`src/rtl/bcd_scan_display.sv`:
```
// Three-digit multiplexed 7-segment driver: scans BCD digits with a dark gap
// between digits, with per-frame snapshot, leading-zero blanking and decimal points.
//
// state | meaning
// ------+---------------------------------------------------------------
// BLANK | all anodes off, all segments off; counting BLANK_CYC cycles
// SHOW  | anode idx on, segments for snapshot digit idx; SCAN_DIV cycles
module bcd_scan_display #(
    parameter logic [15:0] SCAN_DIV  = 16'd50000,
    parameter logic [7:0]  BLANK_CYC = 8'd64
) (
    input  logic        clk,
    input  logic        reset,
    input  logic        en,
    input  logic [11:0] value,
    input  logic [2:0]  dp_sel,
    input  logic        lzb,
    output logic [7:0]  seg_n,
    output logic [2:0]  an_n,
    output logic        frame_tick
);

    typedef enum logic {
        BLANK = 1'b0,
        SHOW  = 1'b1
    } state_t;

    localparam logic [15:0] SHOW_LAST  = SCAN_DIV - 16'd1;
    localparam logic [15:0] BLANK_LAST = {8'd0, BLANK_CYC - 8'd1};

    state_t      state, state_nxt;
    logic [15:0] cnt, cnt_nxt;
    logic [1:0]  idx, idx_nxt;
    logic [11:0] snap_value, snap_value_nxt;
    logic [2:0]  snap_dp, snap_dp_nxt;
    logic        snap_lzb, snap_lzb_nxt;
    logic [7:0]  seg_nxt;
    logic [2:0]  an_nxt;
    logic        tick_nxt;
    logic [3:0]  digit;
    logic        blank;
    logic        dp_on;

    // Active-high gfedcba; anything outside 0..9 shows a dash.
    function automatic logic [6:0] seg_decode(input logic [3:0] d);
        logic [6:0] s;
        case (d)
            4'd0:    s = 7'h3F;
            4'd1:    s = 7'h06;
            4'd2:    s = 7'h5B;
            4'd3:    s = 7'h4F;
            4'd4:    s = 7'h66;
            4'd5:    s = 7'h6D;
            4'd6:    s = 7'h7D;
            4'd7:    s = 7'h07;
            4'd8:    s = 7'h7F;
            4'd9:    s = 7'h6F;
            default: s = 7'h40;
        endcase
        return s;
    endfunction

    always_ff @(posedge clk or negedge reset) begin
        if (!reset) begin
            state      <= BLANK;
            cnt        <= 16'd0;
            idx        <= 2'd0;
            snap_value <= 12'd0;
            snap_dp    <= 3'd0;
            snap_lzb   <= 1'b0;
            seg_n      <= 8'hFF;
            an_n       <= 3'b111;
            frame_tick <= 1'b0;
        end else begin
            state      <= state_nxt;
            cnt        <= cnt_nxt;
            idx        <= idx_nxt;
            snap_value <= snap_value_nxt;
            snap_dp    <= snap_dp_nxt;
            snap_lzb   <= snap_lzb_nxt;
            seg_n      <= seg_nxt;
            an_n       <= an_nxt;
            frame_tick <= tick_nxt;
        end
    end

    always_comb begin
        state_nxt      = state;
        cnt_nxt        = cnt + 16'd1;
        idx_nxt        = idx;
        snap_value_nxt = snap_value;
        snap_dp_nxt    = snap_dp;
        snap_lzb_nxt   = snap_lzb;
        if (!en) begin
            state_nxt = BLANK;
            cnt_nxt   = 16'd0;
            idx_nxt   = 2'd0;
        end else begin
            case (state)
                BLANK: begin
                    if (cnt == BLANK_LAST) begin
                        state_nxt = SHOW;
                        cnt_nxt   = 16'd0;
                        // Frame snapshot is taken only as digit 0 lights, so a frame never tears.
                        if (idx == 2'd0) begin
                            snap_value_nxt = value;
                            snap_dp_nxt    = dp_sel;
                            snap_lzb_nxt   = lzb;
                        end
                    end
                end
                SHOW: begin
                    if (cnt == SHOW_LAST) begin
                        state_nxt = BLANK;
                        cnt_nxt   = 16'd0;
                        idx_nxt   = (idx == 2'd2) ? 2'd0 : idx + 2'd1;
                    end
                end
            endcase
        end
    end

    // Outputs are computed from next-state values so they register on the transition edge.
    always_comb begin
        digit = snap_value_nxt[3:0];
        blank = 1'b0;
        dp_on = snap_dp_nxt[0];
        case (idx_nxt)
            2'd1: begin
                digit = snap_value_nxt[7:4];
                blank = snap_lzb_nxt && (snap_value_nxt[11:8] == 4'd0)
                        && (snap_value_nxt[7:4] == 4'd0);
                dp_on = snap_dp_nxt[1];
            end
            2'd2: begin
                digit = snap_value_nxt[11:8];
                blank = snap_lzb_nxt && (snap_value_nxt[11:8] == 4'd0);
                dp_on = snap_dp_nxt[2];
            end
            default: ;
        endcase

        seg_nxt  = 8'hFF;
        an_nxt   = 3'b111;
        if (state_nxt == SHOW) begin
            seg_nxt = {~dp_on, blank ? 7'h7F : ~seg_decode(digit)};
            an_nxt  = ~(3'b001 << idx_nxt);
        end
        tick_nxt = (state == BLANK) && (state_nxt == SHOW) && (idx_nxt == 2'd0);
    end

endmodule

```
`config.mk`:
```
export PLATFORM = sky130hd
export DESIGN_NAME = bcd_scan_display
export DESIGN_NICKNAME = d
export VERILOG_FILES = /design/src/rtl/bcd_scan_display.sv
export SDC_FILE = /design/constraint.sdc
export NUM_CORES = 1
export LEC_CHECK = 0
export ABC_AREA = 1
export BUFFER_PORTS_ARGS = -buffer_cell sky130_fd_sc_hd__buf_2
export CAP_MARGIN = 20
export CELL_PAD_IN_SITES_DETAIL_PLACEMENT = 1
export CELL_PAD_IN_SITES_GLOBAL_PLACEMENT = 1
export CORE_MARGIN = 2
export CORE_UTILIZATION = 30
export CTS_CLUSTER_SIZE = 25
export DETAILED_ROUTE_END_ITERATION = 10
export HOLD_SLACK_MARGIN = 0.12
export PLACE_DENSITY = 0.66
export REMOVE_ABC_BUFFERS = 1
export SLEW_MARGIN = 20
export SYNTH_ARGS = -nofsm -noshare
export SYNTH_HDL_FRONTEND = slang
export SYNTH_SLANG_ARGS = --single-unit
```
`constraint.sdc`:
```
create_clock -name clk -period 9.2 [get_ports clk]
set_input_delay 0 -clock clk [delete_from_list [all_inputs] [get_ports clk]]
set_output_delay 0 -clock clk [all_outputs]
set_load 0.01 [all_outputs]
```
=== After elaboration in Yosys (flattened, before gate mapping) ===
Memories as Yosys holds them, arrays and structs flattened.
Index checks and enable logic that the tools add are counted.

* Register bits: 47
* Memory bits (read-only): 112
* Output and inout port bits: 12
* Logic and storage cells: 61
* Memories kept: 1

{| class="wikitable"
|+ Memory list
! memory !! words !! width !! read ports !! clocked after Yosys merged registers in !! wr ports !! RTL line !! RTL
|-
| (name not given) || 16 || 7 || 1 || 0 || 0 || 47 || <nowiki>case (d)</nowiki>
|}

* Add/sub/neg operators: 2
* Eq/ne operators: 5
* Shifts and indexed selects: 1
* Mux-type cells: 31
* Bitwise logic cells: 4
* Reductions and logical operators: 8

{| class="wikitable"
|+ Operators by type and width
! operator !! number
|-
| $mux W12 || 4
|-
| $mux W16 || 3
|-
| $pmux W16 S2 || 1
|-
| $add A16 B1 Y16 const B || 1
|-
| $eq A16 B16 Y1 const B || 1
|-
| $eq A16 B6 Y1 const B || 1
|-
| $mux W3 || 5
|-
| $mux W7 || 2
|-
| $logic_not A4 Y1 || 2
|-
| $mux W2 || 4
|-
| $mux W8 || 1
|-
| $pmux W4 S2 || 1
|-
| $mux W1 || 7
|-
| $not A7 Y7 || 1
|-
| $pmux W1 S2 || 3
|-
| $eq A2 B2 Y1 const B || 2
|-
| $logic_and A1 B1 Y1 || 4
|-
| $logic_not A2 Y1 || 2
|-
| $not A3 Y3 || 1
|-
| $shl A1 B2 Y3 const A || 1
|-
| $add A2 B1 Y2 const B || 1
|-
| $eq A2 B1 Y1 const B || 1
|-
| $not A1 Y1 || 2
|}

=== Logic depth before layout (Yosys ltp) ===
An unclocked memory read counts as a cell.

* Depth after elaboration: 12
* Depth in mapped cells: 18

=== Worst setup path after synthesis ===
Ideal clock, no wire load.

* Path kind: reg2reg
* Start point: reg cnt[0]
* End point: reg seg_n[3]
* Setup time: 0.089 ns
* Arrival: 2.790 ns
* Data required time: 9.111 ns
* Path slack: 6.321 ns
* Stages on the path, launching flop included: 17
* Buffers on the path: 1
* Period minus slack after synthesis: 2.879 ns
* Cells stage by stage: dfrtp_1 > ha_1 > nand3_2 > nor2_2 > buf_4 > nand2_1 > a21oi_1 > inv_1 > ha_1 > inv_1 > nand2_1 > nand2_1 > inv_2 > ha_1 > nand3_1 > nand3_1 > nand3_1

* Word-level cells in the longest chain between the ends: 11

{| class="wikitable"
|+ RTL lines
! element !! RTL line !! RTL
|-
| start, declared || 32 || <nowiki>logic [15:0] cnt, cnt_nxt;</nowiki>
|-
| start signal, assigned || 76 || <nowiki>cnt <= cnt_nxt;</nowiki>
|-
| $eq A16 B16 Y1 (*) || 113 || <nowiki>if (cnt == SHOW_LAST) begin</nowiki>
|-
| $mux W2 (*) || 113 ||
|-
| $mux W2 (*) || 99 || <nowiki>case (state)</nowiki>
|-
| $mux W2 (*) || 94 || <nowiki>if (!en) begin</nowiki>
|-
| via idx_nxt[0] || 33 || <nowiki>logic [1:0] idx, idx_nxt;</nowiki>
|-
| $eq A2 B2 Y1 / $eq A2 B1 Y1 (equally long branches) || 128 || <nowiki>case (idx_nxt)</nowiki>
|-
| $pmux W4 S2 || 128 ||
|-
| $mem_v2 Z16 W7 || -- ||
|-
| $mux W7 || 145 || <nowiki>if (state_nxt == SHOW) begin</nowiki>
|-
| $not A7 Y7 || 146 || <nowiki>seg_nxt = {~dp_on, blank ? 7'h7F : ~seg_decode(digit)};</nowiki>
|-
| $mux W7 (*) || 146 ||
|-
| $mux W8 (*) || 145 ||
|-
| via seg_nxt[3] || 37 || <nowiki>logic [7:0] seg_nxt;</nowiki>
|-
| end signal, assigned || 81 || <nowiki>seg_n <= seg_nxt;</nowiki>
|-
| end, declared || 18 || <nowiki>output logic [7:0] seg_n,</nowiki>
|}

The timed path passes the listed nets; every way through them passes the cells marked *. The select of a mux whose other input is x is not followed.

=== Worst setup path after layout ===
Same ends and word-level chain as after synthesis.

==> results.yml <==
timing:
  whs_ns: 0.2240
  rsz0062_at_grt: "no"
  fin_tns_setup_ns: 0
  max_freq_ghz: 0.2877
  layout_setup_ws_ns: 5.724
  tightest_slew_ns: 0.6134
  clock_skew_ns: 0.01316
  final_max_slew_viol_count: 0
  hold_violations: 0
  relSlewSlack_pct: 59.11
  final-setup-viol-count: 0
  fin_crit_sh_pct: 37.78
  fin_crit_ns: 3.476
worst_setup_path:
  worstPathArrival_ns: 3.70
  path_class: "reg2reg"
  end_kind: "flip-flop"
  critical_path.max_fanout: 13
  worstPathRequired_ns: 9.42
  cp-start-kind: "flip-flop"
power:
  p_int_mw: 0.2698
  clkPwrFrac_pct: 35.3
  p_per_area_nw_per_um2: 117.3
  combinationalPowerShare_pct: 5.8
  max-vdd-ir-drop_uv: 53.59
  switchingPower_mw: 0.08440
  p_sw_share_pct: 23.83
  p_seq_share_pct: 58.9
  p_leak_nw: 1.435
place:
  pre_cts_slack_ns: 5.735
  portBuffers: 30
  gp_congestion: 0.7734
  post-dp-hpwl_um: 4372
clock_tree:
  h-tree-depth: 2
  cts-root-buf: "clkbuf_8"
  clk_latency_ns: 0.31
  clkSinkCount: 47
  cts_tree: "built"
  cts_buffer_depth: 2
  clk_pin_slew_ns: 0.10
  cts_buffers: 5
  post-cts-setup-buffers: 0
detailed_routing:
  drtAntennaViolNets: 0
  routedWlPerCell_um: 13.01
  postRouteWirelength_um: 5905
  drtIter0Drc: 74
  drc: 0
  vias: 2077
  first_pass_iters: 4
  vias_per_cell: 4.575
floorplan:
  coreArea_um2: 8134
  dieArea_um2: 9088
  fp-row-count: 33
  start_util_pct: 30.76
  chipHeight_um: 95.33
  die_w_um: 95.33
  ios: 31
yosys:
  ys_types: 36
  yosys_warnings: 0
  async_flop_share_pct: 100.0
  synth_cells: 297
  seq_area_frac_synth_pct: 47.55
  synth_edf_count: 0
  synth.avg_cell_area_um2: 8.426
  syn_area_um2: 2502
  synth-main-ff-cell: "dfrtp_1"
  synth-seq-cells: 47
global_routing:
  grt_antenna_before_repair: 0
  overflow: 0
  met1_usage_pct: 19.72
  met2_usage_pct: 25.18
  grt_start_max_net_pins: 48
  grt_pass1_wl_um: 10610
  grt_pass1_vias: 2239
  met3_usage_pct: 3.162
  top_usage_layer: "met2"
  grt.total_usage_pct: 14.94
final_layout:
  num_antenna_cells: 0
  fin_nets: 377
  drive_gt1_share_pct: 20.63
  area.growth.synth_to_final_pct: 20.65
min_path:
  holdCritPathClass: "in2async"
run:
  drv_cap: 0
status:
  status: "complete, no violations"
## per-stage QoR
| step | utilization (%) | cells | instance area (µm²) | power, mW |
|---|---|---|---|---|
| 6_report | 37.12 | 454 | 3019 | 0.3542 |
| 5_1_grt | 37.12 | 454 | 3019 | 0.3718 |
| 4_1_cts | 37.09 | 454 | 3017 | 0.3604 |
| 3_5_place_dp | 33.84 | 428 | 2753 | 0.2277 |
| 3_3_place_gp | 33.84 | 428 | 2753 | 0.2273 |
| 2_1_floorplan | - | 293 | 2471 | 0.2175 |
## worst max-delay path: stages, from the launching register on
cell and delay (ns):
dfrtp_1 0.38, ha_1 0.21, nand3_2 0.12, nor2_2 0.51, nand2_1 0.26, a21oi_1 0.31, inv_1 0.10, ha_1 0.41
inv_1 0.24, nand2_1 0.09, nand2_1 0.14, inv_2 0.07, ha_1 0.27, nand3_1 0.09, nand3_1 0.10, nand3_1 0.08
## metal layers
layer | routed length [µm] | vias to the layer above | share of wire, %
met5 | 0 | - | 0
met4 | 64 | 0 | 1.1
met3 | 154 | 6 | 2.6
met2 | 2834 | 27 | 48
met1 | 2852 | 1001 | 48
li1 | - | 1043 | -
## timing repair
action | 4_1_cts | 5_1_grt
endpoints found under the hold margin | 59 | 0
hold buffers | 18 | 0
resized for setup | 0 | 0
## cells in the final DEF (no fill, tap or decap), types with 6 or more instances in the layout
cell type,count
nand3_1,29
dfstp_2,11
nor2_1,31
dlygate4sd3_1,18
buf_2,29
ha_1,10
nand2_2,7
a21oi_1,9
o21ai_1,6
nand2_1,60
inv_1,48
dfrtp_1,36
nand4_1,8
## layout make-up
type                       count  area, µm²
clock buffer                   5      68.82
clock inverter                 3      15.01
fill                         967       5115
inverter                      50      187.7
multi-input combinational    196       1094
sequential                    47       1190
tap                          105      131.4
timing repair buffer          48      332.8
## power by group through the flow
stage	logic (mW)	clock network, mW	registers (mW)
3_5_place_dp	0.0152	0	0.212
5_1_grt	0.0235	0.139	0.209
2_1_floorplan	0.00519	0	0.212
3_3_place_gp	0.0149	0	0.212
6_report	0.0206	0.125	0.209
4_1_cts	0.0209	0.131	0.209
## final timing paths
check / startpoint / end / slack [ns] / depth (start not counted)
setup reg to reg: cnt[0]$_DFF_PN0_ / seg_n[3]$_DFF_PN1_ / 5.72 / 15
setup / recovery: cnt[0]$_DFF_PN0_ / seg_n[3]$_DFF_PN1_ / 5.72 / 15
hold reg to reg: cnt[0]$_DFF_PN0_ / cnt[0]$_DFF_PN0_ / 0.47 / 1
min in group clk: cnt[0]$_DFF_PN0_ / cnt[0]$_DFF_PN0_ / 0.47 / 1
max in group asynchronous: reset / cnt[13]$_DFF_PN0_ / 8.52 / 2
hold / removal: reset / cnt[14]$_DFF_PN0_ / 0.22 / 2
## state kept, by name, summed over array words and instances (netlist names)
| signal | cells |
|---|---|
| snap_value | 12 |
| cnt | 16 |
| snap_dp | 3 |
| frame_tick | 1 |
| an_n | 3 |
| seg_n | 8 |
| snap_lzb | 1 |
| idx | 2 |
| state | 1 |
## synth_stat cells, types with 2 or more instances
cell,count,area (µm²)
ha_1,10,125.1
inv_2,2,7.510
inv_1,48,180.2
nor2_1,31,116.4
nor3_1,5,25.02
a22o_1,2,17.52
nand2_2,7,43.79
o211ai_1,2,15.01
xor2_1,2,17.52
a21oi_1,9,45.04
buf_4,2,15.01
dfstp_2,11,289.0
nor2_2,4,25.02
nand3_2,2,20.02
o21ai_0,4,20.02
o21ai_1,6,30.03
nor3b_1,2,15.01
dfrtp_1,36,900.9
nand2_1,60,225.2
nand3_1,29,145.1
nand4_1,8,50.05
## cells by family (layout without fill, tap and decap cells)
| kind of cell | Yosys count | in the layout | share of synthesized area, % |
|---|---|---|---|
| AO/OA/AOI/OAI | 29 | 29 | 8.300 |
| XOR/XNOR | 3 | 3 | 1.050 |
| adder cells (fa/ha/maj) | 10 | 10 | 5.000 |
| buffers and inverters | 54 | 106 | 8.750 |
| flip-flops | 47 | 47 | 47.55 |
| multiplexers | 2 | 2 | 1.050 |
| AND/OR/NAND/NOR | 152 | 152 | 28.30 |
(Power assumes the default switching activity.)
